File: src/rtl/ripple_ctrl_pkg.sv
`default_nettype none
// ============================================================================
// Package  : ripple_ctrl_pkg
// Brief    : Shared state encoding, direction codes and defaults for the
//            ripple counter run controller.
// Revision : 1.0 - initial release
// ============================================================================
package ripple_ctrl_pkg;

    typedef enum logic [2:0] {
        IDLE   = 3'd0,
        CLEAR  = 3'd1,
        RUN    = 3'd2,
        SETTLE = 3'd3,
        DONE   = 3'd4
    } state_t;

    localparam logic DIR_UP = 1'b1;
    localparam logic DIR_DN = 1'b0;

    localparam int DEF_W          = 4;
    localparam int DEF_SETTLE_CYC = 2;

endpackage
`default_nettype wire

File: src/rtl/run_step_timer.sv
`default_nettype none
// ============================================================================
// Module   : run_step_timer
// Brief    : Loadable down-counter used for both the RUN step budget and the
//            SETTLE wait; saturates at zero.
// Revision : 1.0 - initial release
// ============================================================================
module run_step_timer #(
    parameter int WIDTH = 5
) (
    input  logic             clk,
    input  logic             rst,
    input  logic             i_load,
    input  logic [WIDTH-1:0] i_load_val,
    input  logic             i_dec,
    output logic             o_zero,
    output logic             o_last
);

    logic [WIDTH-1:0] r_count;

    always_ff @(posedge clk) begin
        if (rst) begin
            r_count <= '0;
        end else if (i_load) begin
            r_count <= i_load_val;
        end else if (i_dec && (r_count != '0)) begin
            r_count <= r_count - WIDTH'(1);
        end
    end

    assign o_zero = (r_count == '0);
    assign o_last = (r_count == WIDTH'(1));

endmodule
`default_nettype wire

File: src/rtl/ripple_counter_ctrl.sv
`default_nettype none
// ============================================================================
// Module   : ripple_counter_ctrl
// Brief    : Sequences T/C/reset of a T-type up/down ripple counter so it takes
//            exactly the steps needed to reach a commanded target, then checks it.
// Revision : 1.0 - initial release
// ============================================================================
module ripple_counter_ctrl
    import ripple_ctrl_pkg::*;
#(
    parameter int W          = DEF_W,
    parameter int SETTLE_CYC = DEF_SETTLE_CYC
) (
    input  logic         clk,
    input  logic         reset,
    input  logic         cmd_valid,
    output logic         cmd_ready,
    input  logic         cmd_dir,
    input  logic         cmd_clear,
    input  logic [W-1:0] cmd_target,
    input  logic         abort,
    output logic         cnt_t,
    output logic         cnt_c,
    output logic         cnt_reset,
    input  logic [W-1:0] cnt_q,
    output logic         busy,
    output logic         done,
    output logic [W-1:0] done_q,
    output logic         mismatch,
    output logic         aborted
);

    localparam logic [W:0] c_settle_val = (W+1)'(SETTLE_CYC);

    state_t       r_state;
    logic         r_dir;
    logic [W-1:0] r_target;
    logic         r_run_abort;

    logic [W-1:0] w_start;
    logic [W-1:0] w_n_idle;
    logic [W-1:0] w_n_clear;
    logic         w_tmr_load;
    logic         w_tmr_dec;
    logic [W:0]   w_tmr_val;
    logic         w_tmr_zero;
    logic         w_tmr_last;

    // While the counter is being reset this cycle, its value at the edge is 0.
    assign w_start   = cnt_reset ? '0 : cnt_q;
    assign w_n_idle  = cmd_dir ? (cmd_target - w_start) : (w_start - cmd_target);
    assign w_n_clear = r_dir ? r_target : ({W{1'b0}} - r_target);

    always_comb begin
        w_tmr_load = 1'b0;
        w_tmr_dec  = 1'b0;
        w_tmr_val  = c_settle_val;
        case (r_state)
            IDLE: begin
                if (cmd_valid && !cmd_clear) begin
                    w_tmr_load = 1'b1;
                    if (w_n_idle != '0) w_tmr_val = {1'b0, w_n_idle};
                end
            end
            CLEAR: begin
                w_tmr_load = 1'b1;
                if (!abort && (w_n_clear != '0)) w_tmr_val = {1'b0, w_n_clear};
            end
            RUN: begin
                if (abort || w_tmr_last || w_tmr_zero) w_tmr_load = 1'b1;
                else                                   w_tmr_dec  = 1'b1;
            end
            SETTLE:  w_tmr_dec = 1'b1;
            default: ;
        endcase
    end

    run_step_timer #(
        .WIDTH (W + 1)
    ) u_timer (
        .clk        (clk),
        .rst        (reset),
        .i_load     (w_tmr_load),
        .i_load_val (w_tmr_val),
        .i_dec      (w_tmr_dec),
        .o_zero     (w_tmr_zero),
        .o_last     (w_tmr_last)
    );

    always_ff @(posedge clk) begin
        if (reset) begin
            r_state     <= IDLE;
            r_dir       <= DIR_UP;
            r_target    <= '0;
            r_run_abort <= 1'b0;
            cnt_t       <= 1'b0;
            cnt_c       <= DIR_UP;
            cnt_reset   <= 1'b1;
            cmd_ready   <= 1'b1;
            busy        <= 1'b0;
            done        <= 1'b0;
            done_q      <= '0;
            mismatch    <= 1'b0;
            aborted     <= 1'b0;
        end else begin
            case (r_state)
                IDLE: begin
                    cnt_reset <= 1'b0;
                    done      <= 1'b0;
                    if (cmd_valid) begin
                        r_dir       <= cmd_dir;
                        r_target    <= cmd_target;
                        r_run_abort <= 1'b0;
                        cnt_c       <= cmd_dir;
                        cmd_ready   <= 1'b0;
                        busy        <= 1'b1;
                        if (cmd_clear) begin
                            r_state   <= CLEAR;
                            cnt_reset <= 1'b1;
                        end else if (w_n_idle == '0) begin
                            r_state <= SETTLE;
                        end else begin
                            r_state <= RUN;
                            cnt_t   <= 1'b1;
                        end
                    end
                end
                CLEAR: begin
                    cnt_reset <= 1'b0;
                    if (abort) begin
                        r_run_abort <= 1'b1;
                        r_state     <= SETTLE;
                    end else if (w_n_clear == '0) begin
                        r_state <= SETTLE;
                    end else begin
                        r_state <= RUN;
                        cnt_t   <= 1'b1;
                    end
                end
                RUN: begin
                    if (abort) begin
                        r_run_abort <= 1'b1;
                        cnt_t       <= 1'b0;
                        r_state     <= SETTLE;
                    end else if (w_tmr_last || w_tmr_zero) begin
                        cnt_t   <= 1'b0;
                        r_state <= SETTLE;
                    end
                end
                SETTLE: begin
                    if (w_tmr_last || w_tmr_zero) begin
                        done_q   <= cnt_q;
                        aborted  <= r_run_abort;
                        mismatch <= !r_run_abort && (cnt_q != r_target);
                        done     <= 1'b1;
                        r_state  <= DONE;
                    end
                end
                DONE: begin
                    done      <= 1'b0;
                    cmd_ready <= 1'b1;
                    busy      <= 1'b0;
                    r_state   <= IDLE;
                end
                default: begin
                    cnt_t     <= 1'b0;
                    cmd_ready <= 1'b1;
                    busy      <= 1'b0;
                    r_state   <= IDLE;
                end
            endcase
        end
    end

endmodule
`default_nettype wire

File: config.mk
export PLATFORM = sky130hd
export DESIGN_NAME = ripple_counter_ctrl
export DESIGN_NICKNAME = d
export VERILOG_FILES = /design/src/rtl/ripple_ctrl_pkg.sv /design/src/rtl/run_step_timer.sv /design/src/rtl/ripple_counter_ctrl.sv
export SDC_FILE = /design/constraint.sdc
export NUM_CORES = 1
export LEC_CHECK = 0
export BUFFER_PORTS_ARGS = -buffer_cell sky130_fd_sc_hd__buf_4
export CORE_MARGIN = 2
export CORE_UTILIZATION = 33
export CTS_BUF_LIST = sky130_fd_sc_hd__clkbuf_8
export DETAILED_ROUTE_END_ITERATION = 10
export PLACE_DENSITY = 0.63
export SYNTH_ARGS = -nofsm -noshare
export SYNTH_HDL_FRONTEND = slang
export SYNTH_SLANG_ARGS = --single-unit
export TNS_END_PERCENT = 5
File: constraint.sdc
create_clock -name clk -period 2.2 [get_ports clk]
set_clock_uncertainty 0.05 [all_clocks]
set_input_delay 0.22 -clock clk [delete_from_list [all_inputs] [get_ports clk]]
set_output_delay 0.22 -clock clk [all_outputs]
set_load 0.01 [all_outputs]
* After elaboration in Yosys (flattened, before gate mapping)
Cells that the tools add are included.
Operators by class: add/sub/neg operators 4, equal/unequal tests 14, mux-type cells 42, bitwise gates (word level) 2, reductions and logical operators 32
Operators with widths (count):
- 4-bit two-way mux | 6
- 1-bit two-way mux | 19
- 3-bit two-way mux | 4
- 2-bit inequality test, second input constant | 6
- 1-bit one-hot mux with 2 select lines | 6
- 3-bit one-hot mux with 4 select lines | 1
- 5-bit two-way mux | 2
- 4-bit zero test | 2
- 4-bit one-hot mux with 2 select lines | 1
- 2-bit AND reduction | 4
- 2-bit nonzero test | 4
- 4-bit nonzero test | 2
- 4-bit subtractor | 2
- 7-bit AND reduction | 1
- 3-bit by 2-bit == test with 1-bit output, second input constant | 2
- 3-bit AND reduction | 2
- 2-bit OR reduction | 3
- 5-bit by 1-bit == test with 1-bit output, second input constant | 1
- 5-bit zero test | 1
- 5-bit nonzero test | 1
- 5-bit by 1-bit subtractor with 5-bit output, second input constant | 1
- 1-bit logical AND | 4
- 4-bit inequality test | 1
- 1-bit one-hot mux with 4 select lines | 1
- other kinds (12) | 17
Storage, ports and cells: bits in registers 25, input bits 14, word-level logic and storage cells 107

* Logic depth before layout (Yosys ltp)
Gate-level depths: netlist of run 1.
depth in word-level cells 8, mapped depth 9

* Hierarchy
From an unflattened synthesis of run 1, not the netlist that was laid out.
Unflattened totals: cell total of the unflattened synthesis 201, area total of the unflattened synthesis 1621.6 um2
By module, submodules not included:
- ripple_counter_ctrl | times used 1, cells each 163, area each 1310.0 um2
- run_step_timer | times used 1, cells each 38, area each 311.5 um2

* Worst setup path after synthesis of run 1
No wires, ideal clock.
kind flip-flop to flip-flop, from reg cnt_reset, to reg cnt_t, setup time 121 ps, arrival time 2073 ps, data required time 2029 ps, path slack -44 ps, cell stages (with the launch flop) 10, buffers on the path 0, period minus slack after synthesis 2244 ps, cell sequence dfxtp_1 -> nand2b_1 -> inv_1 -> ha_1 -> fa_1 -> mux2i_1 -> xnor2_1 -> nand4_1 -> o21ai_0 -> mux2_2
Between the ends: cells in the longest elaborated chain, start to end 6
Ends and longest elaborated chain:
- start: declaration | line ripple_counter_ctrl.sv:24 | output logic cnt_reset,
- start signal: assignment | line ripple_counter_ctrl.sv:98 | cnt_reset <= 1'b1;
- start signal: assignment | line ripple_counter_ctrl.sv:108 | cnt_reset <= 1'b0;
- start signal: assignment | line ripple_counter_ctrl.sv:119 | cnt_reset <= 1'b1;
- 4-bit two-way mux * | line ripple_counter_ctrl.sv:50 | assign w_start = cnt_reset ? '0 : cnt_q;
- 4-bit subtractor | line ripple_counter_ctrl.sv:51 | assign w_n_idle = cmd_dir ? (cmd_target - w_start) : (w_start - cmd_target);
- 4-bit two-way mux * | line ripple_counter_ctrl.sv:51
- 4-bit zero test * | line ripple_counter_ctrl.sv:120 | end else if (w_n_idle == '0) begin
- 2-bit inequality test (no source line) *
- 7-bit AND reduction (no source line) *
- end signal: assignment | line ripple_counter_ctrl.sv:124 | cnt_t <= 1'b1;
- end signal: assignment | line ripple_counter_ctrl.sv:137 | cnt_t <= 1'b1;
- end signal: assignment | line ripple_counter_ctrl.sv:143 | cnt_t <= 1'b0;
- end: declaration | line ripple_counter_ctrl.sv:22 | output logic cnt_t,
Every way passes the cells marked *; elsewhere a longest branch is shown, timed or not. A chain may end at the register's enable or synchronous reset.

* Worst setup path in the final report of run 1
Ends and elaborated chain as after synthesis.

==> results of run 1 <==
[final cells by class]
cell class | instances | share of cell area, %
clock inverter | 1 | 0.1780
clock buffer | 3 | 1.958
tap | 67 | 3.976
multi-input combinational | 155 | 54.42
timing repair buffer | 38 | 13.53
inverter | 12 | 2.137
sequential | 25 | 23.80
[final timing paths]
| kind | from | end | slack [ns] | cells past startpoint |
|---|---|---|---|---|
| hold reg to reg | cmd_ready | cmd_ready | 0.40 | 2 |
| hold / removal | cnt_q[3] | done_q[3] | 0.15 | 3 |
| setup / recovery | cnt_reset | cnt_t | -0.04 | 8 |
| setup reg to reg | cnt_reset | cnt_t | -0.04 | 8 |
[layout by cell type, fill, tap and decap left out, drive strengths merged, types with 5 or more instances in the layout]
master,count
a21oi,12
buf,38
dfxtp,25
ha,10
inv,13
mux2i,8
nand2,22
nand2b,5
nand3,8
nor2,19
nor3,9
o21ai,8
xnor2,9
[worst max-delay path, delay by kind of cell (launching register included)]
| kind | cells | cell delay (ns) |
|---|---|---|
| and+or+nand+nor | 2 | 0.32 |
| adders and majority gates | 2 | 0.55 |
| AOI/OAI and AO/OA | 1 | 0.22 |
| muxes | 2 | 0.49 |
| DFF | 1 | 0.34 |
| xor gates and xnor gates | 1 | 0.16 |
[power by group]
group	total, mW	internal (mW)	switching [mW]
Combinational	1.35	0.624	0.726
Sequential	0.698	0.566	0.132
Clock	0.275	0.125	0.149
Total	2.32	1.32	1.01
[layer usage]
metal	GRT usage [%]	wire length [um]	part of all wire, %	vias to the layer above
met1	21.75	2020	50	735
met3	1.587	99	2.4	7
met4	6.238	86	2.1	0
li1	-	-	-	779
met2	22.80	1849	46	26
met5	0	0	0	-
[cell families (layout without fill, tap and decap cells)]
kind of cell,after synthesis,in the layout,synth area share [%]
mux,11,11,6.771
xor+xnor,9,9,4.688
flops,25,25,29.76
fa+ha+maj,12,12,9.822
buf+inv,22,54,5.208
simple gates,81,81,25.60
compound gates,42,42,18.16
[through the flow]
stage | TNS, ns | setup slack (ns)
6_report | -0.05259 | -0.03922
3_3_place_gp | -0.01820 | -0.01820
2_1_floorplan | 0 | 0.01321
3_5_place_dp | -0.06531 | -0.05855
5_1_grt | -0.3543 | -0.1403
4_1_cts | 0 | 0.01153
[timing repair]
action	in CTS	in global routing
setup buffers	0	1
setup endpoints to repair	2	4
resized for setup	3	10
pin swaps	4	5
[flip-flops by register name, summed over array words and instances, names as in the netlist, 3 cells and up]
signal,flops
r_state,3
done_q,4
r_target,4
u_timer.r_count,5
==> metrics.log, run 1 <==
INFO  metric die_y = 75.39 um
INFO  metric netlist_area = 1682 um2
INFO  metric post-route-drc-count = 0
INFO  metric max_freq = 446.6 MHz
INFO  metric finalWirelength = 4055 um
INFO  metric clockRootBuffer = clkbuf_8
INFO  metric post_route_cells_drive_above_1_share = 26.92%
INFO  metric cpPeakStageDelay = 0.37 ns
INFO  metric critPathKind = register to register
INFO  metric row_count = 25
INFO  metric synth_seq_area_share = 29.76%
INFO  metric unrepaired_setup_endpoints_after_global_routing = yes
INFO  metric detail_route.iter0.violations = 53
INFO  metric number_of_vias_in_the_routed_layout = 1547
INFO  metric cts.reportedPaths.clkPinSlew = 0.09 ns
INFO  metric fin_area = 2108 um2
INFO  metric clock_path_buffers = 2
INFO  metric layout_min_cycle_time = 2.239 ns
INFO  metric clock_tree_from_tritoncts = done
INFO  metric synth_fp_nets = 228
INFO  metric num-fill-cells = 499
INFO  metric io-pin-count = 26
INFO  metric critical_path_required = 2.32 ns
INFO  metric yosysWarnings = 0
INFO  metric post_synth_inst_count = 202
INFO  metric multiInputGateArea = 1147 um2
INFO  metric hold_path.class = primary input to register
INFO  metric floorplan.initialDensity = 34.91%
INFO  metric finalNonFillerCells = 301
INFO  metric endpoints_failing_setup = 2
INFO  metric core_region_area = 4817 um2
INFO  metric synthTopCellsByArea = dfxtp_1, ha_1, nand2_1
INFO  metric drt.antenna.violating_nets = 0
INFO  metric wl_per_cell = 13.47 um
INFO  metric number_of_h_tree_levels = 1
INFO  metric grt_first_pass_wirelength = 6706 um
INFO  metric synth_flop_cell = dfxtp_1
INFO  metric ffs_latches_synth = 25
INFO  metric synth_top_cells_by_count = dfxtp_1, nand2_1, nor2_1
INFO  metric synth_largest_area_cell = dfxtp_1
INFO  metric total_leakage_power = 0.8521 nW
INFO  metric cts-buffers-inserted = 3
INFO  metric cellPowerDensity = 1102 nW/um2
INFO  metric num-nets-final = 261
INFO  metric series_of_cell_instances_along_the_critical_path = nand2b_4, ha_2, fa_1, mux2i_2, xnor2_1, nand4_1, o21ai_1, mux2_4
INFO  metric cts_hold_buffers = 0
INFO  metric finalHoldWorstSlack = 0.1540 ns
INFO  metric total_power = 2.324 mW
INFO  metric die-width = 75.39 um
INFO  metric postPlaceCellArea = 2002 um2
INFO  metric largest_net_degree_at_the_start_of_global_routing = 27
INFO  metric crit_arrival = 2.35 ns
INFO  metric initial_antenna_violation_count = 0
INFO  metric timing.critical_path.fanout_max = 4
INFO  metric finalMaxSlewViolations = 0
INFO  metric synth_enable_flop_cells = 0
INFO  metric critical_path.startpoint_type = register
INFO  metric layout-area-overhead-vs-synth = 25.37%
INFO  metric max-slew-margin-rel = 70.55%
INFO  metric fin_util = 43.77%
INFO  metric async_reset_ff_share = 0%
INFO  metric netlist.area_leader.share = 29.76%
INFO  metric post_drt_via_cell_ratio = 5.140
INFO  metric tightest_slew = 0.4403 ns
INFO  metric antenna_cells_inserted = 0
INFO  metric grt_remaining_overflow = 0
INFO  metric violations = negative setup slack
INFO  metric portBuffers = 25
INFO  metric synth_cell_types = 52
INFO  metric worst_supply_voltage_drop_on_vdd = 0.0005082 V
INFO  metric fin_ws = -0.03922 ns
INFO  metric run_status = finished, violations left
INFO  metric register_area = 501.7 um2
INFO  metric report.final.hold_viol_count = 0
INFO  metric fin_crit_sh = 101.8%
INFO  metric total_global_route_track_usage = 15.04%
INFO  metric clock_sinks = 25
INFO  metric gp_routability_congestion = 0.9322
INFO  metric placed_cells_incl_taps = 296
INFO  metric floorplan.die_area = 5683 um2
INFO  metric dr.pass1.iters = 4
INFO  metric slowest_stage = fa_1
INFO  metric via_count_of_the_first_global_routing_pass = 1445
INFO  metric maxCapViolCount = 0
INFO  metric yosysMostFrequentCell = dfxtp_1
INFO  metric syn_avg_cell_area = 8.325 um2
INFO  metric worst_skew_pair.late_latency = 0.27 ns
INFO  metric detailed_place_hpwl = 2994 um
INFO  metric crit_path_end_kind = register
(Power assumes the default switching activity.)
==> inputs of run 2 (changes only) <==
--- a/config.mk
+++ b/config.mk
@@ -6,6 +6,7 @@
 export NUM_CORES = 1
 export LEC_CHECK = 0
 export BUFFER_PORTS_ARGS = -buffer_cell sky130_fd_sc_hd__buf_4
+export CORE_ASPECT_RATIO = 1.2
 export CORE_MARGIN = 2
 export CORE_UTILIZATION = 33
 export CTS_BUF_LIST = sky130_fd_sc_hd__clkbuf_8
==> metrics.log, run 2 (synthesis results as in run 1) <==
INFO  metric largest_reg_flops = 5
INFO  metric clock_path_buffers = 2
INFO  metric initial_antenna_violation_count = 0
INFO  metric cts-buffers-inserted = 3
INFO  metric layout-area-overhead-vs-synth = 26.04%
INFO  metric num-fill-cells = 494
INFO  metric max_freq = 460.7 MHz
INFO  metric number_of_h_tree_levels = 1
INFO  metric detailed_place_hpwl = 3094 um
INFO  metric total_global_route_track_usage = 15.29%
INFO  metric unrepaired_setup_endpoints_after_global_routing = yes
INFO  metric critical_path.startpoint_type = register
INFO  metric max_flop_register = u_timer.r_count
INFO  metric largest_net_degree_at_the_start_of_global_routing = 27
INFO  metric antenna_cells_inserted = 0
INFO  metric reg2regPathDepth = 8
INFO  metric drt.antenna.violating_nets = 0
INFO  metric critPathKind = register to register
INFO  metric dr.pass1.iters = 4
INFO  metric hold_path.class = primary input to register
INFO  metric num-nets-final = 260
INFO  metric cellPowerDensity = 1103 nW/um2
INFO  metric final.setup.tns = 0 ns
INFO  metric run_status = finished, final reports clean
INFO  metric worst_r2r_endpoint = cnt_t
INFO  metric number_of_vias_in_the_routed_layout = 1543
INFO  metric clock_sinks = 25
INFO  metric detail_route.iter0.violations = 53
INFO  metric crit_path_end_kind = register
INFO  metric cts_hold_buffers = 0
INFO  metric worst_path_dominant_cell_family = adder cells
INFO  metric timing.reg2reg.setup_slack = 0.03 ns
INFO  metric endpoints_failing_setup = 0
INFO  metric critical_path_required = 2.33 ns
INFO  metric fin_crit_sh = 98.65%
INFO  metric path_depth = 8
INFO  metric setup.worst_path.start = cnt_reset
INFO  metric gp_routability_congestion = 0.8113
INFO  metric cts.reportedPaths.clkPinSlew = 0.10 ns
INFO  metric series_of_cell_instances_along_the_critical_path = nand2b_4, ha_2, fa_2, mux2i_1, xnor2_1, nand4_1, o21ai_2, mux2_4
INFO  metric timing.critical_path.fanout_max = 4
INFO  metric cpPeakStageDelay = 0.34 ns
INFO  metric total_power = 2.339 mW
INFO  metric die_y = 82.20 um
INFO  metric portBuffers = 25
INFO  metric postPlaceCellArea = 1986 um2
INFO  metric worst_skew_pair.late_latency = 0.28 ns
INFO  metric finalHoldWorstSlack = 0.1603 ns
INFO  metric die-width = 69.17 um
INFO  metric via_count_of_the_first_global_routing_pass = 1594
INFO  metric grt.met1_usage = 18.13%
INFO  metric fin_area = 2120 um2
INFO  metric critical_path.endpoint = cnt_t
INFO  metric fin_ws = 0.02961 ns
INFO  metric final_cell_mix = buf_4, dfxtp_1, nand2_1
INFO  metric slowest_stage = dfxtp_2
INFO  metric post_drt_via_cell_ratio = 5.266
INFO  metric crit_arrival = 2.30 ns
INFO  metric largestRegisters = u_timer.r_count: 5 flops, done_q: 4 flops, r_target: 4 flops
INFO  metric finalMaxSlewViolations = 0
INFO  metric finalWirelength = 4078 um
INFO  metric row_count = 28
INFO  metric clock_tree_from_tritoncts = done
INFO  metric total_leakage_power = 0.8542 nW
INFO  metric floorplan.die_area = 5685 um2
INFO  metric ff_to_ff_start = cnt_reset
INFO  metric globalRouteMet2Util = 28.75%
INFO  metric placed_cells_incl_taps = 288
INFO  metric grt_remaining_overflow = 0
INFO  metric core_region_area = 4940 um2
INFO  metric preCtsSetupSlack = -0.1038 ns
INFO  metric maxCapViolCount = 0
INFO  metric report.final.hold_viol_count = 0
INFO  metric finalNonFillerCells = 293
INFO  metric worst_supply_voltage_drop_on_vdd = 0.0006923 V
INFO  metric layout_min_cycle_time = 2.170 ns
INFO  metric post-route-drc-count = 0
INFO  metric wl_per_cell = 13.92 um
INFO  metric io-pin-count = 26
INFO  metric max-slew-margin-rel = 55.87%
INFO  metric layout_commonest_cell = buf_4
INFO  metric tightest_slew = 0.6610 ns
INFO  metric gr-max-usage-layer = met2
INFO  metric timing.critical_path.buf_inv = 0
INFO  metric clockRootBuffer = clkbuf_8
INFO  metric fin_util = 42.91%
INFO  metric grt_first_pass_wirelength = 7182 um
INFO  metric post_route_cells_drive_above_1_share = 29.18%
INFO  metric gr-usage-met3 = 1.942%
INFO  metric floorplan.initialDensity = 34.04%
run 2: tightest hold or removal path, cell delays in order:
cell	delay, ns
buf_4	0.10
mux2i_1	0.06
nor2_1	0.07
run 2: routing by layer:
layer  wire length [um]  vias up
met5                  0        -
met4                 75        0
met3                124        7
met2               2020       31
met1               1858      730
li1                   -      775
run 2: cell type report:
cell class,instances,area (um2),area share [%]
clock buffer,3,41.29,1.948
clock inverter,1,5.005,0.2361
inverter,12,47.55,2.243
multi-input combinational,155,1171,55.25
sequential,25,501.7,23.67
tap,60,75.07,3.542
timing repair buffer,37,277.8,13.11
run 2: worst min-delay path by stage:
stage	startpoint	endpoint	slack (ns)	depth (start not counted)
detailed placement	cmd_ready	cmd_ready	0.38	2
finish	cnt_q[2]	done_q[2]	0.16	3
CTS	cnt_q[3]	done_q[3]	0.15	3
global placement	cmd_ready	cmd_ready	0.38	2
floorplan	cmd_clear	cnt_reset	0.31	2
global route	cnt_q[3]	done_q[3]	0.15	3
run 2: timing repair:
action | in CTS | in global routing
buffers inserted | 1 | 0
resized for setup | 5 | 15
endpoints found under the hold margin | 0 | 0
endpoints found under the setup margin | 3 | 5
pin swaps | 3 | 9
run 2: power breakdown:
group	internal [mW]	switching (mW)	total [mW]
clock network	0.127	0.157	0.284
registers	0.566	0.131	0.697
logic	0.635	0.723	1.36
total	1.33	1.01	2.34
